File: src/rtl/dma_row_filler_pkg.sv
// Shared widths and state encoding for the DMA row filler.
// Mirrors the platform configuration defaults; MAX_OUT is fixed here.
package dma_row_filler_pkg;

  localparam int CFG_LOCAL_ADDR_BW0 = 8;
  localparam int CFG_GLOBAL_ADDR_BW = 16;
  localparam int CFG_DATA_BW        = 8;
  localparam int CFG_VSIZE          = 4;
  localparam int CFG_MAX_OUT        = 4;

  typedef enum logic [1:0] {
    ST_IDLE  = 2'd0,
    ST_RUN   = 2'd1,
    ST_FLUSH = 2'd2
  } fill_state_e;

endpackage

File: src/rtl/dma_row_filler_if.sv
// Command, global read request/response and SRAM write bundle for the row filler.
// master = the filler itself, slave = its environment.
interface dma_row_filler_if
  import dma_row_filler_pkg::*;
#(
  parameter int HBW   = CFG_LOCAL_ADDR_BW0 - $clog2(CFG_VSIZE),
  parameter int GBW   = CFG_GLOBAL_ADDR_BW,
  parameter int DBW   = CFG_DATA_BW,
  parameter int VSIZE = CFG_VSIZE,
  parameter int NBW   = 8
);

  logic                       rp_en_rdy;
  logic                       rp_en_ack;
  logic [HBW-1:0]             i_lrow;
  logic [GBW-1:0]             i_grow;
  logic [NBW-1:0]             i_nrow;

  logic                       dramra_rdy;
  logic                       dramra_ack;
  logic [GBW-1:0]             o_dramra_addr;

  logic                       dramrd_rdy;
  logic                       dramrd_ack;
  logic [VSIZE-1:0][DBW-1:0]  i_dramrd;

  logic                       dma_write_dval;
  logic [HBW-1:0]             o_dma_whiaddr;
  logic [VSIZE-1:0][DBW-1:0]  o_dma_wdata;

  logic                       o_busy;

  modport master (
    input  rp_en_rdy, i_lrow, i_grow, i_nrow, dramra_ack, dramrd_rdy, i_dramrd,
    output rp_en_ack, dramra_rdy, o_dramra_addr, dramrd_ack,
           dma_write_dval, o_dma_whiaddr, o_dma_wdata, o_busy
  );

  modport slave (
    output rp_en_rdy, i_lrow, i_grow, i_nrow, dramra_ack, dramrd_rdy, i_dramrd,
    input  rp_en_ack, dramra_rdy, o_dramra_addr, dramrd_ack,
           dma_write_dval, o_dma_whiaddr, o_dma_wdata, o_busy
  );

endinterface

File: src/rtl/dma_write_reg.sv
// Response-to-SRAM write register: one-cycle delay from response transfer to write strobe.
// Valid-only output, no backpressure; strobe is high exactly one cycle per accepted response.
module dma_write_reg #(
  parameter int HBW   = 6,
  parameter int DBW   = 8,
  parameter int VSIZE = 4
) (
  input  logic                      i_clk,
  input  logic                      i_rst,
  input  logic                      wr_en,
  input  logic [HBW-1:0]            wr_addr,
  input  logic [VSIZE-1:0][DBW-1:0] wr_row,
  output logic                      dval,
  output logic [HBW-1:0]            whiaddr,
  output logic [VSIZE-1:0][DBW-1:0] wdata
);

  always_ff @(posedge i_clk or negedge i_rst) begin
    if (!i_rst) begin
      dval    <= 1'b0;
      whiaddr <= '0;
      wdata   <= '0;
    end else begin
      dval <= wr_en;
      if (wr_en) begin
        whiaddr <= wr_addr;
        wdata   <= wr_row;
      end
    end
  end

endmodule

File: src/rtl/dma_row_filler.sv
// Fill-command DMA: issues in-order global row reads (at most MAX_OUT outstanding) and writes rows to SRAM.
// Request in the cycle after command accept, SRAM write one cycle after each response; request side stalls on ack/limit.
module dma_row_filler
  import dma_row_filler_pkg::*;
#(
  parameter int LBW     = CFG_LOCAL_ADDR_BW0,
  parameter int GBW     = CFG_GLOBAL_ADDR_BW,
  parameter int DBW     = CFG_DATA_BW,
  parameter int VSIZE   = CFG_VSIZE,
  parameter int MAX_OUT = CFG_MAX_OUT,
  parameter int NBW     = 8
) (
  input  logic             i_clk,
  input  logic             i_rst,
  dma_row_filler_if.master bus
);

  localparam int HBW = LBW - $clog2(VSIZE);
  localparam int OBW = $clog2(MAX_OUT + 1);

  fill_state_e     state, state_nxt;
  logic [HBW-1:0]  lrow;
  logic [GBW-1:0]  greq;
  logic [NBW-1:0]  req_left;
  logic [NBW-1:0]  rsp_left;
  logic [OBW-1:0]  out_cnt;

  logic            cmd_ack;
  logic            req_rdy;
  logic            rsp_ack;
  logic            req_fire;
  logic            dval;

  always_comb begin
    state_nxt = state;
    cmd_ack   = 1'b0;
    req_rdy   = 1'b0;
    rsp_ack   = 1'b0;
    case (state)
      ST_IDLE: begin
        cmd_ack = bus.rp_en_rdy;
        if (bus.rp_en_rdy && (bus.i_nrow != '0)) state_nxt = ST_RUN;
      end
      ST_RUN: begin
        req_rdy = (req_left != '0) && (out_cnt != OBW'(MAX_OUT));
        rsp_ack = bus.dramrd_rdy && (rsp_left != '0);
        if (req_rdy && bus.dramra_ack && (req_left == NBW'(1))) state_nxt = ST_FLUSH;
      end
      ST_FLUSH: begin
        rsp_ack = bus.dramrd_rdy && (rsp_left != '0);
        if (rsp_ack && (rsp_left == NBW'(1))) state_nxt = ST_IDLE;
      end
      default: state_nxt = ST_IDLE;
    endcase
  end

  assign req_fire = req_rdy && bus.dramra_ack;

  always_ff @(posedge i_clk or negedge i_rst) begin
    if (!i_rst) begin
      state    <= ST_IDLE;
      lrow     <= '0;
      greq     <= '0;
      req_left <= '0;
      rsp_left <= '0;
      out_cnt  <= '0;
    end else begin
      state <= state_nxt;
      // Command accept only happens in IDLE, where neither request nor response can fire.
      if (cmd_ack) begin
        lrow     <= bus.i_lrow;
        greq     <= bus.i_grow;
        req_left <= bus.i_nrow;
        rsp_left <= bus.i_nrow;
      end else begin
        if (req_fire) begin
          greq     <= greq + GBW'(1);
          req_left <= req_left - NBW'(1);
        end
        if (rsp_ack) begin
          lrow     <= lrow + HBW'(1);
          rsp_left <= rsp_left - NBW'(1);
        end
      end
      case ({req_fire, rsp_ack})
        2'b10:   out_cnt <= out_cnt + OBW'(1);
        2'b01:   out_cnt <= out_cnt - OBW'(1);
        default: out_cnt <= out_cnt;
      endcase
    end
  end

  dma_write_reg #(
    .HBW   (HBW),
    .DBW   (DBW),
    .VSIZE (VSIZE)
  ) u_write_reg (
    .i_clk   (i_clk),
    .i_rst   (i_rst),
    .wr_en   (rsp_ack),
    .wr_addr (lrow),
    .wr_row  (bus.i_dramrd),
    .dval    (dval),
    .whiaddr (bus.o_dma_whiaddr),
    .wdata   (bus.o_dma_wdata)
  );

  assign bus.rp_en_ack      = cmd_ack;
  assign bus.dramra_rdy     = req_rdy;
  assign bus.o_dramra_addr  = greq;
  assign bus.dramrd_ack     = rsp_ack;
  assign bus.dma_write_dval = dval;
  assign bus.o_busy         = (state != ST_IDLE) || dval;

endmodule

File: src/flat_wrapper.sv
// flat-port wrapper written by rule: the top's interface ports become plain ports
module dma_row_filler_flat import dma_row_filler_pkg::*;
#(
  parameter int LBW     = CFG_LOCAL_ADDR_BW0,
  parameter int GBW     = CFG_GLOBAL_ADDR_BW,
  parameter int DBW     = CFG_DATA_BW,
  parameter int VSIZE   = CFG_VSIZE,
  parameter int MAX_OUT = CFG_MAX_OUT,
  parameter int NBW     = 8
)
  (i_clk, i_rst, bus_rp_en_rdy, bus_i_lrow, bus_i_grow, bus_i_nrow, bus_dramra_ack, bus_dramrd_rdy, bus_i_dramrd, bus_rp_en_ack, bus_dramra_rdy, bus_o_dramra_addr, bus_dramrd_ack, bus_dma_write_dval, bus_o_dma_whiaddr, bus_o_dma_wdata, bus_o_busy);
  dma_row_filler_if #(.HBW((LBW - $clog2((CFG_VSIZE)))), .GBW(GBW), .DBW(DBW), .VSIZE(VSIZE), .NBW(NBW)) bus_i ();
  input  logic i_clk;
  input  logic i_rst;
  input wire logic [$bits(bus_i.rp_en_rdy)-1:0] bus_rp_en_rdy;
  input wire logic [$bits(bus_i.i_lrow)-1:0] bus_i_lrow;
  input wire logic [$bits(bus_i.i_grow)-1:0] bus_i_grow;
  input wire logic [$bits(bus_i.i_nrow)-1:0] bus_i_nrow;
  input wire logic [$bits(bus_i.dramra_ack)-1:0] bus_dramra_ack;
  input wire logic [$bits(bus_i.dramrd_rdy)-1:0] bus_dramrd_rdy;
  input wire logic [$bits(bus_i.i_dramrd)-1:0] bus_i_dramrd;
  output wire logic [$bits(bus_i.rp_en_ack)-1:0] bus_rp_en_ack;
  output wire logic [$bits(bus_i.dramra_rdy)-1:0] bus_dramra_rdy;
  output wire logic [$bits(bus_i.o_dramra_addr)-1:0] bus_o_dramra_addr;
  output wire logic [$bits(bus_i.dramrd_ack)-1:0] bus_dramrd_ack;
  output wire logic [$bits(bus_i.dma_write_dval)-1:0] bus_dma_write_dval;
  output wire logic [$bits(bus_i.o_dma_whiaddr)-1:0] bus_o_dma_whiaddr;
  output wire logic [$bits(bus_i.o_dma_wdata)-1:0] bus_o_dma_wdata;
  output wire logic [$bits(bus_i.o_busy)-1:0] bus_o_busy;
  assign bus_i.rp_en_rdy = bus_rp_en_rdy;
  assign bus_i.i_lrow = bus_i_lrow;
  assign bus_i.i_grow = bus_i_grow;
  assign bus_i.i_nrow = bus_i_nrow;
  assign bus_i.dramra_ack = bus_dramra_ack;
  assign bus_i.dramrd_rdy = bus_dramrd_rdy;
  assign bus_i.i_dramrd = bus_i_dramrd;
  assign bus_rp_en_ack = bus_i.rp_en_ack;
  assign bus_dramra_rdy = bus_i.dramra_rdy;
  assign bus_o_dramra_addr = bus_i.o_dramra_addr;
  assign bus_dramrd_ack = bus_i.dramrd_ack;
  assign bus_dma_write_dval = bus_i.dma_write_dval;
  assign bus_o_dma_whiaddr = bus_i.o_dma_whiaddr;
  assign bus_o_dma_wdata = bus_i.o_dma_wdata;
  assign bus_o_busy = bus_i.o_busy;
  dma_row_filler #(.LBW(LBW), .GBW(GBW), .DBW(DBW), .VSIZE(VSIZE), .MAX_OUT(MAX_OUT), .NBW(NBW)) u_core (.i_clk(i_clk), .i_rst(i_rst), .bus(bus_i));
endmodule
File: config.mk
export PLATFORM = sky130hd
export DESIGN_NAME = dma_row_filler_flat
export DESIGN_NICKNAME = d
export VERILOG_FILES = /design/src/rtl/dma_row_filler_pkg.sv /design/src/rtl/dma_row_filler_if.sv /design/src/rtl/dma_write_reg.sv /design/src/rtl/dma_row_filler.sv /design/src/flat_wrapper.sv
export SDC_FILE = /design/constraint.sdc
export NUM_CORES = 1
export LEC_CHECK = 0
export ABC_AREA = 1
export CAP_MARGIN = 10
export CORE_MARGIN = 2
export CORE_UTILIZATION = 43
export CTS_BUF_LIST = sky130_fd_sc_hd__clkbuf_4 sky130_fd_sc_hd__clkbuf_8 sky130_fd_sc_hd__clkbuf_16
export DETAILED_ROUTE_END_ITERATION = 12
export GPL_TIMING_DRIVEN = 0
export HOLD_SLACK_MARGIN = 0.08
export PLACE_DENSITY = 0.76
export SLEW_MARGIN = 20
export SYNTH_ARGS = -nofsm -noshare
export SYNTH_HDL_FRONTEND = slang
export SYNTH_SLANG_ARGS = --single-unit
File: constraint.sdc
create_clock -name i_clk -period 2.4 [get_ports i_clk]
set_clock_uncertainty 0.1 [all_clocks]
set_input_delay 0.48 -clock i_clk [delete_from_list [all_inputs] [get_ports i_clk]]
set_output_delay 0.48 -clock i_clk [all_outputs]
set_load 0.02 [all_outputs]
# --- After elaboration in Yosys (flattened, before gate mapping) ---
# Cells that the tools add are included.
word_totals:
  ff_bits: 82
  output_inout_bits: 59
  wordCells: 62
op_classes:
  add_sub_neg: 6
  n_eq_ne: 10
  n_mux: 16
  reduce_logical: 18
ops:
  columns: ["cell", "n"]
  rows:
  - ["2-to-1 mux 16 bit", 2]
  - ["2-to-1 mux 8 bit", 4]
  - ["nonzero test 8 bit", 3]
  - ["adder 16 x 1 -> 16 bit (second input constant)", 1]
  - ["== test 8 x 1 -> 1 bit (second input constant)", 2]
  - ["subtractor 8 x 1 -> 8 bit (second input constant)", 2]
  - ["2-to-1 mux 6 bit", 2]
  - ["nonzero test 2 bit", 4]
  - ["logical AND 1 bit", 7]
  - ["adder 6 x 1 -> 6 bit (second input constant)", 1]
  - ["2-to-1 mux 2 bit", 3]
  - ["!= test 2 x 1 -> 1 bit (second input constant)", 3]
  - ["one-hot mux 2 bit (3 select lines)", 1]
  - ["one-hot mux 3 bit (2 select lines)", 1]
  - ["== test 2 x 1 -> 1 bit (second input constant)", 2]
  - ["== test 2 bit (second input constant)", 2]
  - ["adder 3 x 1 -> 3 bit (second input constant)", 1]
  - ["2-to-1 mux 1 bit", 3]
  - ["!= test 3 bit (second input constant)", 1]
  - ["AND reduction 3 bit", 1]
  - ["subtractor 3 x 1 -> 3 bit (second input constant)", 1]
  - ["zero test 2 bit", 1]
  - ["OR reduction 2 bit", 1]
  - ["logical OR 1 bit", 1]

# --- Depth between registers and ports, before layout ---
# Gate-level depths: netlist of run 1.
depth:
  word_depth: 6
  mapped_depth: 15
  depth_no_buf: 15

# --- Cells and area by module ---
# Synthesis of run 1 repeated with hierarchy kept, for this count alone.
hier_totals:
  hier_cells: 579
  hier_area_um2: 4374.2
modules_own_cells:
  columns: ["module", "n_inst", "cells_each", "area_each_um2", "seq_area_each_um2"]
  rows:
  - ["dma_row_filler", 1, 417, 2896.5, 1076.0]
  - ["dma_write_reg", 1, 162, 1477.7, 975.9]

# --- Worst setup path after synthesis of run 1 ---
# No wires, ideal clock.
synth_timing:
  path_type: "register -> register"
  start: "register u_core.rsp_left[0]"
  end: "register u_core.out_cnt[2]"
  arrival_ns: 2.195
  path_slack_ns: 0.025
  path_stages_with_launch: 16
  n_path_buf: 1
  period_less_slack_ns: 2.375
  path_cell_list: "dfrtp_1 -> inv_1 -> ha_1 -> inv_1 -> nor3_4 -> nand2_2 -> nand3_4 -> inv_2 -> buf_4 -> ha_1 -> inv_1 -> fa_1 -> nor2_1 -> nor2_1 -> nand2_1 -> xnor2_1"
synth_between:
  elab_chain_cells: 5
  word_cells_on_any_way: 7
  cone_classes: "eq/ne (2); mux (2); reduce/logical (3)"
synth_rtl:
  columns: ["element", "line", "source"]
  rows:
  - ["start, declared", "dma_row_filler.sv:25", "logic [NBW-1:0] rsp_left;"]
  - ["start signal, assigned", "dma_row_filler.sv:74", "rsp_left <= bus.i_nrow;"]
  - ["start signal, assigned", "dma_row_filler.sv:82", "rsp_left <= rsp_left - NBW'(1);"]
  - ["nonzero test 8 bit *", "dma_row_filler.sv:46, dma_row_filler.sv:50", null]
  - ["logical AND 1 bit *", "dma_row_filler.sv:46, dma_row_filler.sv:50", null]
  - ["2-to-1 mux 1 bit *", null, null]
  - ["via bus_dramrd_ack", "flat_wrapper.sv:25", "output wire logic [$bits(bus_i.dramrd_ack)-1:0] bus_dramrd_ack;"]
  - ["== test 2 x 1 -> 1 bit or == test 2 bit (tied branches)", "dma_row_filler.sv:85", "case ({req_fire, rsp_ack})"]
  - ["one-hot mux 3 bit (2 select lines) or nonzero test 2 bit (tied branches)", null, null]
  - ["end signal, assigned", "dma_row_filler.sv:86", "2'b10: out_cnt <= out_cnt + OBW'(1);"]
  - ["end signal, assigned", "dma_row_filler.sv:87", "2'b01: out_cnt <= out_cnt - OBW'(1);"]
  - ["end signal, assigned", "dma_row_filler.sv:88", "default: out_cnt <= out_cnt;"]
  - ["end, declared", "dma_row_filler.sv:26", "logic [OBW-1:0] out_cnt;"]
# The timed path passes the listed nets; every way through them passes the cells marked *.
# A chain may end at the register's enable or synchronous reset.

# --- Worst setup path in the final report of run 1 ---
layout_timing:
  start: "register u_core.rsp_left[0]"
  end: "output port bus_dramrd_ack"
layout_between:
  elab_chain_cells: 3
layout_rtl:
  columns: ["element", "line"]
  rows:
  - ["nonzero test 8 bit", "dma_row_filler.sv:46, dma_row_filler.sv:50"]
  - ["logical AND 1 bit", "dma_row_filler.sv:46, dma_row_filler.sv:50"]
  - ["2-to-1 mux 1 bit", null]
  - ["end, declared", "flat_wrapper.sv:25"]
# No other way between the ends.

==> results of run 1 <==
-- synth_stat cells --
cell,count
xor2_1,13
nand2_4,2
inv_2,4
inv_1,46
nor2_2,2
ha_1,11
nor3_2,1
o211ai_1,11
nand4_1,7
o21a_1,1
buf_2,5
nor3_4,1
o21ai_0,15
nand2_2,6
a21oi_1,4
nor2_1,30
buf_4,4
nand3_1,36
nor2_4,1
buf_6,4
nand2_1,258
or2_2,1
nor3_1,4
xnor2_1,6
clkbuf_1,4
nand3_4,1
fa_1,1
o21ai_1,14
dfrtp_1,82
-- logic make-up after synthesis --
group,Yosys count,share of synthesized area
buffers and inverters,67,0.06892
DFF,82,0.4671
and+or+nand+nor,350,0.3321
xor gates and xnor gates,19,0.03788
adders and majority gates,12,0.03589
AOI/OAI and AO/OA,45,0.05810
-- metrics by stage --
step	cell area, um^2	hold WS (ns)	util	setup slack [ns]
floorplan	4393	0.08441	-	0.02473
global placement	5811	0.3606	0.5890	-2.232
detailed placement	5828	0.3646	0.5908	-0.5100
CTS	6032	0.3826	0.6115	0.005227
global route	6133	0.3910	0.6218	-0.005396
finish	6133	0.3740	0.6218	0.08459
-- where the power goes --
part           internal [uW]  switching (uW)
registers               2040             534
logic                   2010            2680
clock network            401             535
total                   4440            3740
-- path summary, 6_finish.rpt --
kind / end
worst max-delay path: bus_dramrd_ack
worst min-delay path: u_core.out_cnt[2]
min in group asynchronous: u_core.bus.o_dramra_addr[6]
max in group asynchronous: u_core.lrow[3]
worst min register to register: u_core.out_cnt[2]
worst max register to register: u_core.out_cnt[2]
-- per-layer routing --
layer / GRT usage / vias up / part of all wire
li1: - / 2109 / -
met1: 0.2868 / 1995 / 0.42
met2: 0.3864 / 144 / 0.50
met3: 0.02371 / 23 / 0.058
met4: 0.07905 / 0 / 0.022
met5: 0 / - / 0
-- sequential cells by signal, summed over array words and instances, names as in the netlist --
register	cells
u_core.bus.o_dramra_addr	16
u_core.u_write_reg.whiaddr	6
u_core.rsp_left	8
u_core.state	2
u_core.req_left	8
u_core.u_write_reg.dval	1
u_core.u_write_reg.wdata	32
u_core.lrow	6
u_core.out_cnt	3
-- final cells by class --
cell class                      instances  area, um^2  share of cell area
Clock inverter                          6       50.05            0.008160
Timing Repair Buffer                  138        1356              0.2211
Clock buffer                           10       131.4             0.02142
Multi-Input combinational cell        426        2058              0.3356
Sequential cell                        82        2052              0.3346
Buffer                                 15       110.1             0.01795
Tap cell                              133       166.4             0.02713
Timing Repair inverter                  1       8.758            0.001428
Inverter                               50       200.2             0.03264
-- critical path: stages (launching register included) --
cell and delay [ns]:
dfrtp_1 0.40, inv_2 0.10, ha_2 0.20, inv_1 0.07, nor3_4 0.16, nand2_2 0.10
nand3_4 0.12, clkinv_8 0.08, buf_4 0.16
-- what timing repair did --
action	CTS	global route
pin swaps	1	2
resized for setup	18	13
setup endpoints to repair	5	5
endpoints found under the hold margin	45	0
gates cloned	0	1
setup buffers	2	9
hold buffers	1	0
==> impl_metrics.yaml, run 1 <==
setup_path:
  startpoint: "u_core.rsp_left[0]"
  ff2ff_setup_slack_ns: 0.14
  crit_arrival_ns: 1.74
  startpoint_type: "flop"
  cp-end-kind: "output port"
  worstPathMaxFanout: 7
  crit_type: "flop to output port"
  reg2reg_depth: 14
  cp.required_ns: 1.82
  r2r_start: "u_core.rsp_left[0]"
route:
  detail-route-antenna-nets: 0
  drtPass1Iterations: 5
  drc_errors: 0
  vias: 4271
  totalWireLength_mm: 12.04
  drt_iter0_drc: 208
  routedWlPerCell_um: 13.98
  vias_per_cell: 4.961
finish:
  fin_cells: 861
  fill_cells: 864
  drive_above_1_share: 0.09753
  layout_commonest_cell: "nand2_1"
  finalNetCount: 802
  syn_to_final_growth_pct: 39.62
  layout_common_cells: "nand2_1, clkdlybuf4s50_1, dfrtp_1"
  n_antenna_cell: 0
grt:
  grt_pass1_vias: 4160
  grt_antenna_before_repair: 0
  overflow: 0
  grt_usage: 0.2222
  grt_pass1_wl_mm: 19.78
  grt_max_degree: 47
cts:
  htree_levels: 3
  worstSkewPairLatency_ns: 0.35
  clk_pin_slew_ns: 0.08
  cts_sinks: 82
  cts_tree: "yes"
  cts_inserted_buffers: 9
  clockBufferDepth: 2
  clock-root-buffer: "clkbuf_8"
floorplanning:
  rows: 36
  ios: 126
  die_w_um: 105.1
  start_util: 0.4453
  coreArea_um2: 9864
  die_h_um: 105.1
  dieArea_um2: 11040
synthesis:
  synth_seq_cells: 82
  yosys-top-cells-area: "dfrtp_1, nand2_1, nand3_1, inv_1, ha_1"
  synth_area_leader_cell: "dfrtp_1"
  synth_area_um2: 4393
  synthCells: 575
  post_synth_num_cell_types: 29
  synth_warnings: 0
  synth-seq-area-share: 0.4671
  syn_nets: 654
  syn_area_per_cell_um2: 7.640
  synth_top_area_share: 0.4671
power_and_ir_drop:
  power.total_uw: 8189
  vdd_drop_max_mv: 0.7362
  power.density_nw_per_um2: 1335
  power_leakage_uw: 0.002951
timing:
  finalHoldViolCount: 0
  setup_viol: 0
  worst_pin_slew_ns: 0.6257
  min_period_over_period: 0.9648
  slew_violations: 0
  relSlewSlack: 0.5829
  tns_ns: 0
  fmax_mhz: 431.9
  min_period_ns: 2.315
flow_run:
  cap_violations: 0
worst_hold_path:
  hold-path-cell-count: 1
  hold_path_class: "flop to flop"
  hold_start: "u_core.out_cnt[2]"
status:
  status: "finished, final reports clean"
place:
  dpl.cell_count: 834
  hpwl_mm: 8.908
  portBuffers: 125
  gp_congestion: 0.8643
Note: power is estimated with default switching activity, not from simulation.
==> run 2, diff against run 1 <==
Settings changed: ABC_AREA 1 to 0, PLACE_DENSITY 0.76 to 0.77.
Clock period 2.4 ns to 2.1 ns, I/O delays scaled along.
==> run 2 against run 1 <==
Compared with the run above:
- the flow now finishes with violations (negative setup slack)
- flip-flop and latch count unchanged
- critical path depth grew 3
- non-clock buffer count up 25
- hold slack improved by 0.0083 ns
- via count decreased by 5.5%
- die area fell by 4.1%
- worst setup slack got worse by 0.23 ns
- clock power rose by 31%
- largest cell class unchanged
==> impl_metrics.yaml, run 2 <==
cts:
  htree_levels: 3
  worstSkewPairLatency_ns: 0.37
  cts_tree: "yes"
  cts_sinks: 82
  clk_pin_slew_ns: 0.10
  cts_inserted_buffers: 9
  clock-root-buffer: "clkbuf_8"
  clockBufferDepth: 2
power_and_ir_drop:
  clkPwrFrac: 0.128
  seqPwrFrac: 0.330
  netSwitchingFraction: 0.4171
  power.switching_uw: 3981
  power.total_uw: 9546
  pwr-share-comb: 0.542
  power_leakage_uw: 0.002540
  vdd_drop_max_mv: 0.7172
  p_int_uw: 5565
  power.density_nw_per_um2: 1489
synthesis:
  syn_nets: 467
  synthCells: 388
  synth_area_um2: 4204
  post_synth_num_cell_types: 48
  synth_warnings: 0
  synth-edff-count: 0
  synth_ff_type: "dfrtp_1"
  async_flop_share: 1.000
  synth_top_area_share: 0.4881
  synth_area_leader_cell: "dfrtp_1"
  yosysMostFrequentCell: "dfrtp_1"
  syn_area_per_cell_um2: 10.84
  synth-seq-area-share: 0.4881
  synth_common_cells: "dfrtp_1, mux2_2, nor2_1, nand2_1, a31oi_1"
  yosys-top-cells-area: "dfrtp_1, mux2_2, a31oi_1, ha_1, nor2_1"
  synth_seq_cells: 82
finish:
  largest_register: "u_core.u_write_reg.wdata"
  finalNetCount: 637
  n_antenna_cell: 0
  largest_reg_flops: 32
  layout_commonest_cell: "clkdlybuf4s50_1"
  layout_common_cells: "clkdlybuf4s50_1, dfrtp_1, mux2_2"
  syn_to_final_growth_pct: 52.53
  fin_cells: 696
  drive_above_1_share: 0.2771
place:
  portBuffers: 125
  hpwl_mm: 8.346
  gp_congestion: 0.9098
  post-place-ws_ns: -0.8671
  dpl.cell_count: 647
floorplanning:
  die_h_um: 102.9
  start_util: 0.4361
  coreArea_um2: 9639
  rows: 36
  dieArea_um2: 10580
  die_w_um: 102.9
  ios: 126
route:
  routedWlPerCell_um: 18.58
  detail-route-antenna-nets: 0
  drc_errors: 0
  drt_iter0_drc: 282
  drtPass1Iterations: 5
  totalWireLength_mm: 12.93
  vias: 4034
  vias_per_cell: 5.796
timing:
  min_period_ns: 2.246
  setup_viol: 11
  slew_violations: 0
  min_period_over_period: 1.069
  finalHoldViolCount: 0
  rsz0062_at_grt: "yes"
  worst_pin_slew_ns: 0.6762
  fmax_mhz: 445.3
  hold_ws_ns: 0.3823
  layout_setup_ws_ns: -0.1457
  relSlewSlack: 0.5492
worst_hold_path:
  hold_path_class: "flop to flop"
setup_path:
  startpoint_type: "flop"
  cp-end-kind: "flop"
  slowest_stage: "dfrtp_1"
  crit_type: "flop to flop"
  worstPathMaxFanout: 7
  path_cells: "inv_2 -> ha_4 -> nand2_4 -> a21oi_4 -> buf_8 -> ha_4 -> inv_2 -> fa_2 -> xor2_1 -> nor2_1 -> xor2_1"
  max_stage_delay_ns: 0.40
  cp.required_ns: 2.29
  crit_arrival_ns: 2.43
grt:
  grt_pass1_vias: 3957
  grt_antenna_before_repair: 0
  grt_max_degree: 52
  overflow: 0
  grt_usage: 0.2342
  grt_pass1_wl_mm: 19.26
flow_run:
  cap_violations: 0
status:
  violations: "negative setup slack"
  status: "finished, violations left"
[run 2: cell types whose count changed after synthesis, sizes merged, moves of 7 or more]
cell    delta
a211oi     +7
a31oi     +23
clkbuf     +8
inv       -34
mux2      +40
nand2    -242
nand3     -27
o211ai    -11
o21ai     -17
o31ai     +10
or4       +15
xor2       -9
[run 2: cell families (layout without fill, tap and decap cells)]
| logic type | count (synthesis) | count (layout) | share of synthesized area |
|---|---|---|---|
| AO/OA/AOI/OAI | 76 | 76 | 0.1262 |
| XOR/XNOR | 13 | 13 | 0.02708 |
| buffers and inverters | 36 | 211 | 0.03422 |
| flip-flops | 82 | 82 | 0.4881 |
| AND/OR/NAND/NOR | 127 | 127 | 0.1750 |
| adder cells (fa/ha/maj) | 12 | 12 | 0.03750 |
| multiplexers | 42 | 42 | 0.1119 |
[run 2: worst paths after layout]
path / start / to / slack [ns] / cells after the start
worst max-delay path: u_core.state[0] / u_core.out_cnt[2] / -0.15 / 11
worst min-delay path: u_core.out_cnt[2] / u_core.out_cnt[2] / 0.38 / 1
worst max register to register: u_core.state[0] / u_core.out_cnt[2] / -0.15 / 11
worst min register to register: u_core.out_cnt[2] / u_core.out_cnt[2] / 0.38 / 1
max in group asynchronous: i_rst / u_core.bus.o_dramra_addr[6] / 0.73 / 3
min in group asynchronous: i_rst / u_core.u_write_reg.wdata[30] / 0.54 / 2
[run 2: area by class of cell]
| class | count | area, um^2 |
|---|---|---|
| Fill cell | 735 | 3227 |
| Multi-Input combinational cell | 270 | 2217 |
| Sequential cell | 82 | 2058 |
| Timing Repair Buffer | 160 | 1544 |
| Tap cell | 133 | 166.4 |
| Buffer | 18 | 145.1 |
| Clock buffer | 10 | 137.6 |
| Clock inverter | 6 | 72.57 |
| Inverter | 17 | 71.32 |
[run 2: stage by stage]
step                area (um^2)  TNS (ns)  utilization
floorplan                  4268   -0.3305            -
CTS                        6148   -0.2895       0.6379
detailed placement         5703    -21.04       0.5916
global route               6412    -2.003       0.6652
global placement           5685   -218.30       0.5898
finish                     6412   -0.6896       0.6652
[run 2: power groups by stage]
stage               combinational [uW]  clock [uW]  sequential (uW)
floorplan                         2000           0             3630
global placement                  4350           0             3060
detailed placement                4460           0             3110
CTS                               4800        1230             3090
global route                      5530        1310             3240
finish                            5170        1230             3150
[run 2: repair_timing]
action                                  CTS  global route
resized for setup                        46            55
hold endpoints to repair                 50             0
gates cloned                              0             0
hold buffers                              1             0
endpoints found under the setup margin   48            34
buffers inserted                         18            15
pin swaps                                12            15
[run 2: worst max-delay path, delay by kind of cell, from the launching register on]
family,cells,cell delay (ns)
buffers and inverters,3,0.25
and+or+nand+nor,2,0.20
AOI/OAI and AO/OA,1,0.16
xor gates and xnor gates,2,0.30
adders and majority gates,3,0.75
DFF,1,0.40
[run 2: metal layers]
layer	routed length, um	vias to the layer above	GRT usage
met5	0	-	0
met1	5169	1968	0.2892
li1	-	1803	-
met2	6390	216	0.3816
met4	445	0	0.1478
met3	927	47	0.04068
==> run 3, diff against run 2 <==
Settings changed: ABC_CLOCK_PERIOD_IN_PS set to 2100.
==> results of run 3 <==
The final DEF is identical to that of run 2; final timing and power are the same.
